<file path="src/rtl/mux_pkg.sv">
// Shared helpers for the rr_mux_reg decode/util multiplexer.
package mux_pkg;

    localparam int DEF_N_CH  = 3;
    localparam int DEF_WIDTH = 4;

    // A single channel still needs a 1-bit index port.
    function automatic int sel_width(input int n);
        return (n > 1) ? $clog2(n) : 1;
    endfunction

endpackage

</file>
<file path="src/rtl/rr_mux_reg_arbiter.sv">
// Round-robin arbiter with a registered rotating pointer.
// Defining RR_MUX_REG_PRIO_EN swaps it for a fixed lowest-index-wins arbiter without a pointer.
module rr_arbiter import mux_pkg::*; #(
    parameter  int N_CH  = DEF_N_CH,
    localparam int SEL_W = sel_width(N_CH)
) (
    input  logic             clk,
    input  logic             rst,
    input  logic [N_CH-1:0]  req,
    input  logic             advance,
    output logic [N_CH-1:0]  grant,
    output logic [SEL_W-1:0] grant_idx
);

`ifdef RR_MUX_REG_PRIO_EN
    logic unused_ok;
    assign unused_ok = ^{clk, rst, advance};

    always_comb begin
        grant     = '0;
        grant_idx = '0;
        for (int i = N_CH - 1; i >= 0; i--) begin
            if (req[i]) begin
                grant     = '0;
                grant[i]  = 1'b1;
                grant_idx = SEL_W'(i);
            end
        end
    end
`else
    logic [SEL_W-1:0] ptr_q;
    logic [SEL_W-1:0] ptr_d;
    logic [SEL_W-1:0] cand;
    logic             found;

    // Scan from ptr upward with wrap; the first requester wins.
    always_comb begin
        grant     = '0;
        grant_idx = '0;
        found     = 1'b0;
        cand      = '0;
        for (int k = 0; k < N_CH; k++) begin
            cand = SEL_W'((int'(ptr_q) + k) % N_CH);
            if (!found && req[cand]) begin
                found       = 1'b1;
                grant[cand] = 1'b1;
                grant_idx   = cand;
            end
        end
    end

    always_comb begin
        ptr_d = (grant_idx == SEL_W'(N_CH - 1)) ? '0 : grant_idx + SEL_W'(1);
    end

    if (N_CH == 1) begin : g_single
        logic unused_ok;
        assign ptr_q     = '0;
        assign unused_ok = ^{clk, rst, advance, ptr_d};
    end else begin : g_ptr
        // Pointer only moves on an accepted transfer, never on idle cycles.
        always_ff @(posedge clk or posedge rst) begin
            if (rst)          ptr_q <= '0;
            else if (advance) ptr_q <= ptr_d;
        end
    end
`endif

endmodule

</file>
<file path="src/rtl/rr_mux_reg.sv">
// N-way valid/ready multiplexer with round-robin arbitration and one registered output stage.
// Build option RR_MUX_REG_PRIO_EN selects fixed lowest-index priority instead of round-robin.
module rr_mux_reg import mux_pkg::*; #(
    parameter  int N_CH  = DEF_N_CH,
    parameter  int WIDTH = DEF_WIDTH,
    localparam int SEL_W = sel_width(N_CH)
) (
    input  logic                  clk,
    input  logic                  rst,
    input  logic [N_CH-1:0]       in_valid,
    output logic [N_CH-1:0]       in_ready,
    input  logic [N_CH*WIDTH-1:0] in_data,
    output logic                  out_valid,
    input  logic                  out_ready,
    output logic [WIDTH-1:0]      out_data,
    output logic [SEL_W-1:0]      out_sel
);

    typedef struct packed {
        logic             valid;
        logic [WIDTH-1:0] data;
    } hs_t;

    hs_t              out_q, out_d;
    logic [SEL_W-1:0] sel_q, sel_d;
    logic [N_CH-1:0]  grant;
    logic [SEL_W-1:0] grant_idx;
    logic [WIDTH-1:0] grant_data;
    logic             can_load;
    logic             xfer;

    rr_arbiter #(.N_CH(N_CH)) u_arb (
        .clk       (clk),
        .rst       (rst),
        .req       (in_valid),
        .advance   (xfer),
        .grant     (grant),
        .grant_idx (grant_idx)
    );

    // Output register accepts when empty or draining on this same edge.
    assign can_load = !out_q.valid || out_ready;
    assign in_ready = rst ? '0 : (grant & {N_CH{can_load}});
    assign xfer     = |(in_ready & in_valid);

    always_comb begin
        grant_data = '0;
        for (int i = 0; i < N_CH; i++) begin
            if (grant[i]) grant_data = in_data[i*WIDTH +: WIDTH];
        end
    end

    always_comb begin
        out_d = out_q;
        sel_d = sel_q;
        if (xfer) begin
            out_d.valid = 1'b1;
            out_d.data  = grant_data;
            sel_d       = grant_idx;
        end else if (out_q.valid && out_ready) begin
            out_d.valid = 1'b0;
        end
    end

    always_ff @(posedge clk or posedge rst) begin
        if (rst) begin
            out_q <= '0;
            sel_q <= '0;
        end else begin
            out_q <= out_d;
            sel_q <= sel_d;
        end
    end

    assign out_valid = out_q.valid;
    assign out_data  = out_q.data;
    assign out_sel   = sel_q;

endmodule

</file>
<file path="config.mk">
export PLATFORM = sky130hd
export DESIGN_NAME = rr_mux_reg
export DESIGN_NICKNAME = d
export VERILOG_FILES = /design/src/rtl/mux_pkg.sv /design/src/rtl/rr_mux_reg_arbiter.sv /design/src/rtl/rr_mux_reg.sv
export SDC_FILE = /design/constraint.sdc
export NUM_CORES = 1
export LEC_CHECK = 0
export BUFFER_PORTS_ARGS = -buffer_cell sky130_fd_sc_hd__buf_2
export CAP_MARGIN = 20
export CORE_UTILIZATION = 48
export CTS_BUF_LIST = sky130_fd_sc_hd__clkbuf_8 sky130_fd_sc_hd__clkbuf_16
export DETAILED_ROUTE_END_ITERATION = 12
export HOLD_SLACK_MARGIN = 0.06
export PLACE_DENSITY = 0.77
export SETUP_SLACK_MARGIN = 0.5
export SYNTH_ARGS = -nofsm -noshare
export SYNTH_HDL_FRONTEND = slang
export SYNTH_SLANG_ARGS = --single-unit
</file>
<file path="constraint.sdc">
create_clock -name clk -period 2.8 [get_ports clk]
set_input_delay 0.56 -clock clk [delete_from_list [all_inputs] [get_ports clk]]
set_output_delay 0.56 -clock clk [all_outputs]
set_load 0.02 [all_outputs]
</file>
==> flow_summary.yaml, run 1 <==
status:
  status: "finished clean"
floorplan:
  core.rowCount: 14
  die_w_um: 42.88
  core-area_mm2: 0.001541
  die_h_um: 42.88
  die_area_mm2: 0.001838
  start_util_pct: 52.03
  ios: 28
hold_path:
  hold_path_class: "in -> async"
cells_and_area:
  final_common_cell: "buf_2"
  fillCellCount: 79
  nNetsFinal: 165
  diodes: 0
  area_delta_synth_final_pct: 66.46
  drive_gt1_share_pct: 55.63
  layout_common_cells: "buf_2, buf_4, nand2_1, inv_1, a21oi_1"
  final_util_pct: 86.61
routing:
  drc: 0
  wl_per_cell_um: 18.71
  drt_pre_antenna_iters: 4
  vias: 993
  drt_iter0_drc: 45
  postRouteAntennaNets: 0
  viasPerCell: 6.285
  routed_wl_um: 2956
sta:
  min_period_over_period_pct: 93.95
  fin_crit_ns: 2.631
  max_slew_margin_pct: 58.47
  tns_ns: 0
  slew_violations: 0
  tightest_slew_ns: 0.6148
  setup_viol_count_final: 0
  holdWs_ns: 0.3260
  finClkSkew_ns: 0.001896
  finalHoldViolCount: 0
  rsz0062_at_grt: "true"
  fmax_mhz: 380.1
grt:
  grt_start_max_net_pins: 11
  grt_usage_pct: 27.88
  overflow: 0
  grt_pass1_vias: 908
  antenna_found_initial: 0
  grt_pass1_wl_um: 3891
synth:
  synthesis.nets: 119
  yosys.area.top_type: "dfrtp_1"
  yosysUniqueCellTypes: 34
  ys.flop_type: "dfrtp_1"
  yosys-top-cells-area: "dfrtp_1, a21oi_1, ha_1"
  async_flop_share_pct: 100.0
  synth_area_per_cell_um2: 8.268
  synth-edff-count: 0
  synth_cells: 97
  ys_seq_area_share_pct: 28.08
  yosys_warnings: 0
  syn_area_um2: 802.0
  ys_seq_elements: 9
  yosysTopAreaCellShare_pct: 28.08
setup_path:
  cp.arrival_ns: 2.07
  worstPathMaxFanout: 5
  crit_path_end_kind: "primary output"
  cp_data_required_time_ns: 2.24
  worstSetupStartpointType: "register"
  crit_type: "reg -> out"
pwr:
  p_leak_nw: 0.6053
  irDropWorstVdd_v: 0.0009630
  p_total_w: 0.002027
  p_per_area_mw_per_mm2: 1518
cts:
  cts_buffers: 3
  path_clk_slew_ns: 0.05
  cts_tree: "yes"
  clockRootBuffer: "clkbuf_8"
  clock-sinks: 9
  cts_max_level: 1
  clock_latency_ns: 0.23
  clockBufferDepth: 2
job:
  cap_viol_max_count: 0
placement:
  routabilityCongestion: 0.8117
  io_buffers: 27
  hpwlAfterDp_um: 1607
[cell usage after synthesis (2+ instances only)]
master,instances
inv_1,9
buf_6,2
a21o_1,2
buf_2,2
o21ai_0,4
nand2_1,10
dfrtp_1,9
o2bb2ai_1,4
a2bb2oi_1,2
ha_1,4
o21ai_1,2
a21oi_1,11
nand3_1,6
and2_1,3
mux2i_1,3
nand2b_1,2
nor2_1,4
o31ai_1,2
[worst max-delay path: stages (launching register included)]
cell	delay [ns]
dfrtp_2	0.44
inv_2	0.11
buf_4	0.14
ha_4	0.15
nor2b_4	0.21
and3b_2	0.23
o221ai_4	0.12
and2_4	0.20
nor2_2	0.09
buf_4	0.15
[cells by family (layout without fill, tap and decap cells)]
logic type	after synthesis	in the layout	share of synthesized area, %
and+or+nand+nor	32	32	20.44
DFF	9	9	28.08
adders and majority gates	4	4	6.240
muxes	4	4	5.616
AOI/OAI and AO/OA	35	35	31.36
buffers and inverters	13	58	8.268
[final cells by class]
type                    count  area (um^2)  share of cell area (%)
multi-input cells          75        719.4                   53.89
repair buffers             45        289.0                   21.65
flip-flops and latches      9        227.7                   17.06
clock buffers               3        41.29                   3.093
inverters                   9        33.78                   2.530
well taps                  16        20.02                   1.500
clock inverters             1        3.754                  0.2812
[sequential cells by signal, indices dropped and copies added (netlist names)]
| signal | count |
|---|---|
| out_sel | 2 |
| out_data | 4 |
| out_valid | 1 |
| u_arb.ptr_q | 2 |
[layer usage]
layer	share of wire [%]	global-route usage, %	vias up
met5	0	0	-
met4	3.7	14.37	0
met3	6.4	2.979	15
met2	51	50.00	67
met1	38	31.94	467
li1	-	-	444
[stage by stage]
stage	instances	setup WS, ns	area, um^2
global placement	139	0.2053	987.2
finish	158	0.1695	1335
CTS	155	0.2098	1232
floorplan	97	0.4845	842.1
detailed placement	139	0.1234	987.2
global route	158	0.1265	1335
[repair_timing]
item                       4_1_cts  5_1_grt
setup buffers                   12        3
gates resized for setup         23       17
pin swaps                       10        7
hold buffers                     0        0
setup endpoints to repair       12       12
[power breakdown]
| group | internal, W | switching, W | leakage (nW) |
|---|---|---|---|
| Clock | 0.0000955 | 0.0000521 | 0.0269 |
| Sequential | 0.000197 | 0.0000395 | 0.109 |
| Combinational | 0.000775 | 0.000868 | 0.469 |
| Total | 0.00107 | 0.000959 | 0.605 |
[worst paths after layout]
path | start | endpoint | slack [ns] | cells after the start
worst max-delay path | u_arb.ptr_q[1]$_DFFE_PP0P_ | in_ready[1] | 0.17 | 9
worst min-delay path | rst | out_valid$_DFFE_PP0P_ | 0.33 | 3
worst max register to register | u_arb.ptr_q[1]$_DFFE_PP0P_ | out_sel[1]$_DFFE_PP0P_ | 0.27 | 9
worst min register to register | out_data[1]$_DFFE_PP0P_ | out_data[1]$_DFFE_PP0P_ | 0.48 | 2
max in group asynchronous | rst | u_arb.ptr_q[0]$_DFFE_PP0P_ | 2.33 | 3
min in group clk | out_data[1]$_DFFE_PP0P_ | out_data[1]$_DFFE_PP0P_ | 0.48 | 2
No activity file was read; power rests on OpenSTA's default activity.
==> inputs of run 2 (changes only) <==
--- a/config.mk
+++ b/config.mk
@@ -7,6 +7,7 @@
 export LEC_CHECK = 0
 export BUFFER_PORTS_ARGS = -buffer_cell sky130_fd_sc_hd__buf_2
 export CAP_MARGIN = 20
+export CORE_MARGIN = 2
 export CORE_UTILIZATION = 48
 export CTS_BUF_LIST = sky130_fd_sc_hd__clkbuf_8 sky130_fd_sc_hd__clkbuf_16
 export DETAILED_ROUTE_END_ITERATION = 12
==> run 2 against run 1 <==
Net effect: clock skew up 0.0045 ns; die area up 9.5%; hold slack worse by 0.014 ns; clock power up 4%; critical path depth down 2; highest routed layer unchanged; non-clock buffer count down 2; utilization down 3.5 points.
==> flow_summary.yaml, run 2 (synthesis gave the netlist of run 1 again) <==
floorplan:
  start_util_pct: 52.03
  die_area_mm2: 0.002014
  die_w_um: 44.88
  core.rowCount: 14
  core-area_mm2: 0.001541
  die_h_um: 44.88
  ios: 28
cells_and_area:
  final_util_pct: 83.12
  largest_reg_flops: 4
  drive_gt1_share_pct: 51.43
  area_delta_synth_final_pct: 59.75
  layout_common_cells: "buf_2, buf_4, nand2_1, a21oi_1, dfrtp_1"
  nNetsFinal: 163
  final_common_cell: "buf_2"
  diodes: 0
sta:
  max_slew_margin_pct: 70.28
  setup_viol_count_final: 0
  holdWs_ns: 0.3123
  slew_violations: 0
  fin_crit_ns: 2.664
  finClkSkew_ns: 0.006401
  min_period_over_period_pct: 95.15
  tns_ns: 0
  rsz0062_at_grt: "true"
  tightest_slew_ns: 0.4432
  finalHoldViolCount: 0
  fmax_mhz: 375.4
routing:
  drc: 0
  postRouteAntennaNets: 0
  wl_per_cell_um: 16.63
  vias: 914
  drt_iter0_drc: 45
  routed_wl_um: 2594
  viasPerCell: 5.859
  drt_pre_antenna_iters: 4
hold_path:
  hold_path_class: "in -> async"
placement:
  hpwlAfterDp_um: 1565
  io_buffers: 27
  routabilityCongestion: 0.8517
setup_path:
  rr_worst_depth: 7
  timing.reg2reg.setup_slack_ns: 0.33
  worstSetupStartpointType: "register"
  cp_data_required_time_ns: 2.24
  crit_type: "reg -> out"
  timing.rr.end: "out_sel[1]$_DFFE_PP0P_"
  reg2reg_from: "u_arb.ptr_q[1]$_DFFE_PP0P_"
  worstPathMaxFanout: 6
  cp.arrival_ns: 2.10
  path_cells: "ha_4 > mux2i_4 > a2bb2oi_4 > a2111oi_4 > a21o_1 > nor2_4 > buf_4"
  crit_path_end_kind: "primary output"
  slowest_delay_ns: 0.44
  slowest_stage: "dfrtp_2"
job:
  cap_viol_max_count: 0
grt:
  grt_pass1_vias: 804
  overflow: 0
  grt_pass1_wl_um: 3463
  grt_usage_pct: 23.04
  grt_start_max_net_pins: 11
  antenna_found_initial: 0
cts:
  clockBufferDepth: 2
  cts_buffers: 3
  cts_tree: "yes"
  clock_latency_ns: 0.24
  path_clk_slew_ns: 0.05
  hold_buffers: 0
  clockRootBuffer: "clkbuf_8"
  clock-sinks: 9
  cts_max_level: 1
status:
  status: "finished clean"
pwr:
  irDropWorstVdd_v: 0.0009892
  p_per_area_mw_per_mm2: 1480
  p_leak_nw: 0.5943
[run 2: cell types whose count changed in the layout (fill, tap and decap cells not counted), sizes merged]
cell and change:
buf -2, inv -1, clkinv +1
[run 2: metrics by stage]
stage               setup slack (ns)  instances  instance area (um^2)  total power (W)
CTS                           0.1758        147                  1135         0.001603
global placement              0.1994        139                 987.2         0.001259
finish                        0.1359        156                  1281         0.001896
global route                 0.07183        156                  1281         0.002007
floorplan                     0.4845         97                 842.1         0.001054
detailed placement            0.1552        139                 987.2         0.001284
[run 2: cell type report]
class                           instances  area (um^2)
Clock buffer                            3        41.29
Clock inverter                          1        5.005
Fill cell                              93        260.3
Inverter                                9        36.28
Multi-Input combinational cell         75        678.2
Sequential cell                         9        226.5
Tap cell                               16        20.02
Timing Repair Buffer                   43        274.0
[run 2: worst max-delay path by stage]
stage,startpoint,end,slack [ns],depth (start not counted)
final,u_arb.ptr_q[1]$_DFFE_PP0P_,in_ready[2],0.14,7
after global routing,u_arb.ptr_q[0]$_DFFE_PP0P_,in_ready[2],0.07,8
after CTS,u_arb.ptr_q[1]$_DFFE_PP0P_,in_ready[0],0.18,7
after detailed placement,u_arb.ptr_q[1]$_DFFE_PP0P_,out_sel[1]$_DFFE_PP0P_,0.16,8
after global placement,u_arb.ptr_q[1]$_DFFE_PP0P_,out_sel[1]$_DFFE_PP0P_,0.20,8
after floorplan,u_arb.ptr_q[0]$_DFFE_PP0P_,in_ready[0],0.48,7
[run 2: power breakdown]
part	leakage [nW]	internal, W	switching [W]
combinational	0.458	0.000711	0.000794
clock	0.0255	0.0000975	0.0000565
sequential	0.111	0.000196	0.0000406
total	0.594	0.00100	0.000891
[run 2: layer usage]
layer  routed length [um]  vias to the layer above  track usage (%)
met1                 1073                      436            28.61
li1                     -                      437                -
met2                 1384                       37            43.48
met3                  110                        4                0
met4                   27                        0            7.059
met5                    0                        -                0
[run 2: repair_timing]
| action | in CTS | in global routing |
|---|---|---|
| pin swaps | 5 | 7 |
| gates resized for setup | 16 | 17 |
| endpoints found under the setup margin | 12 | 12 |
| buffers inserted | 4 | 9 |
[run 2: critical path, delay by kind of cell (launching register included)]
family / cells / cell delay [ns]
adder cells (fa/ha/maj): 1 / 0.27
buffers and inverters: 1 / 0.15
AO/OA/AOI/OAI: 3 / 0.76
flip-flops: 1 / 0.44
AND/OR/NAND/NOR: 1 / 0.03
multiplexers: 1 / 0.21
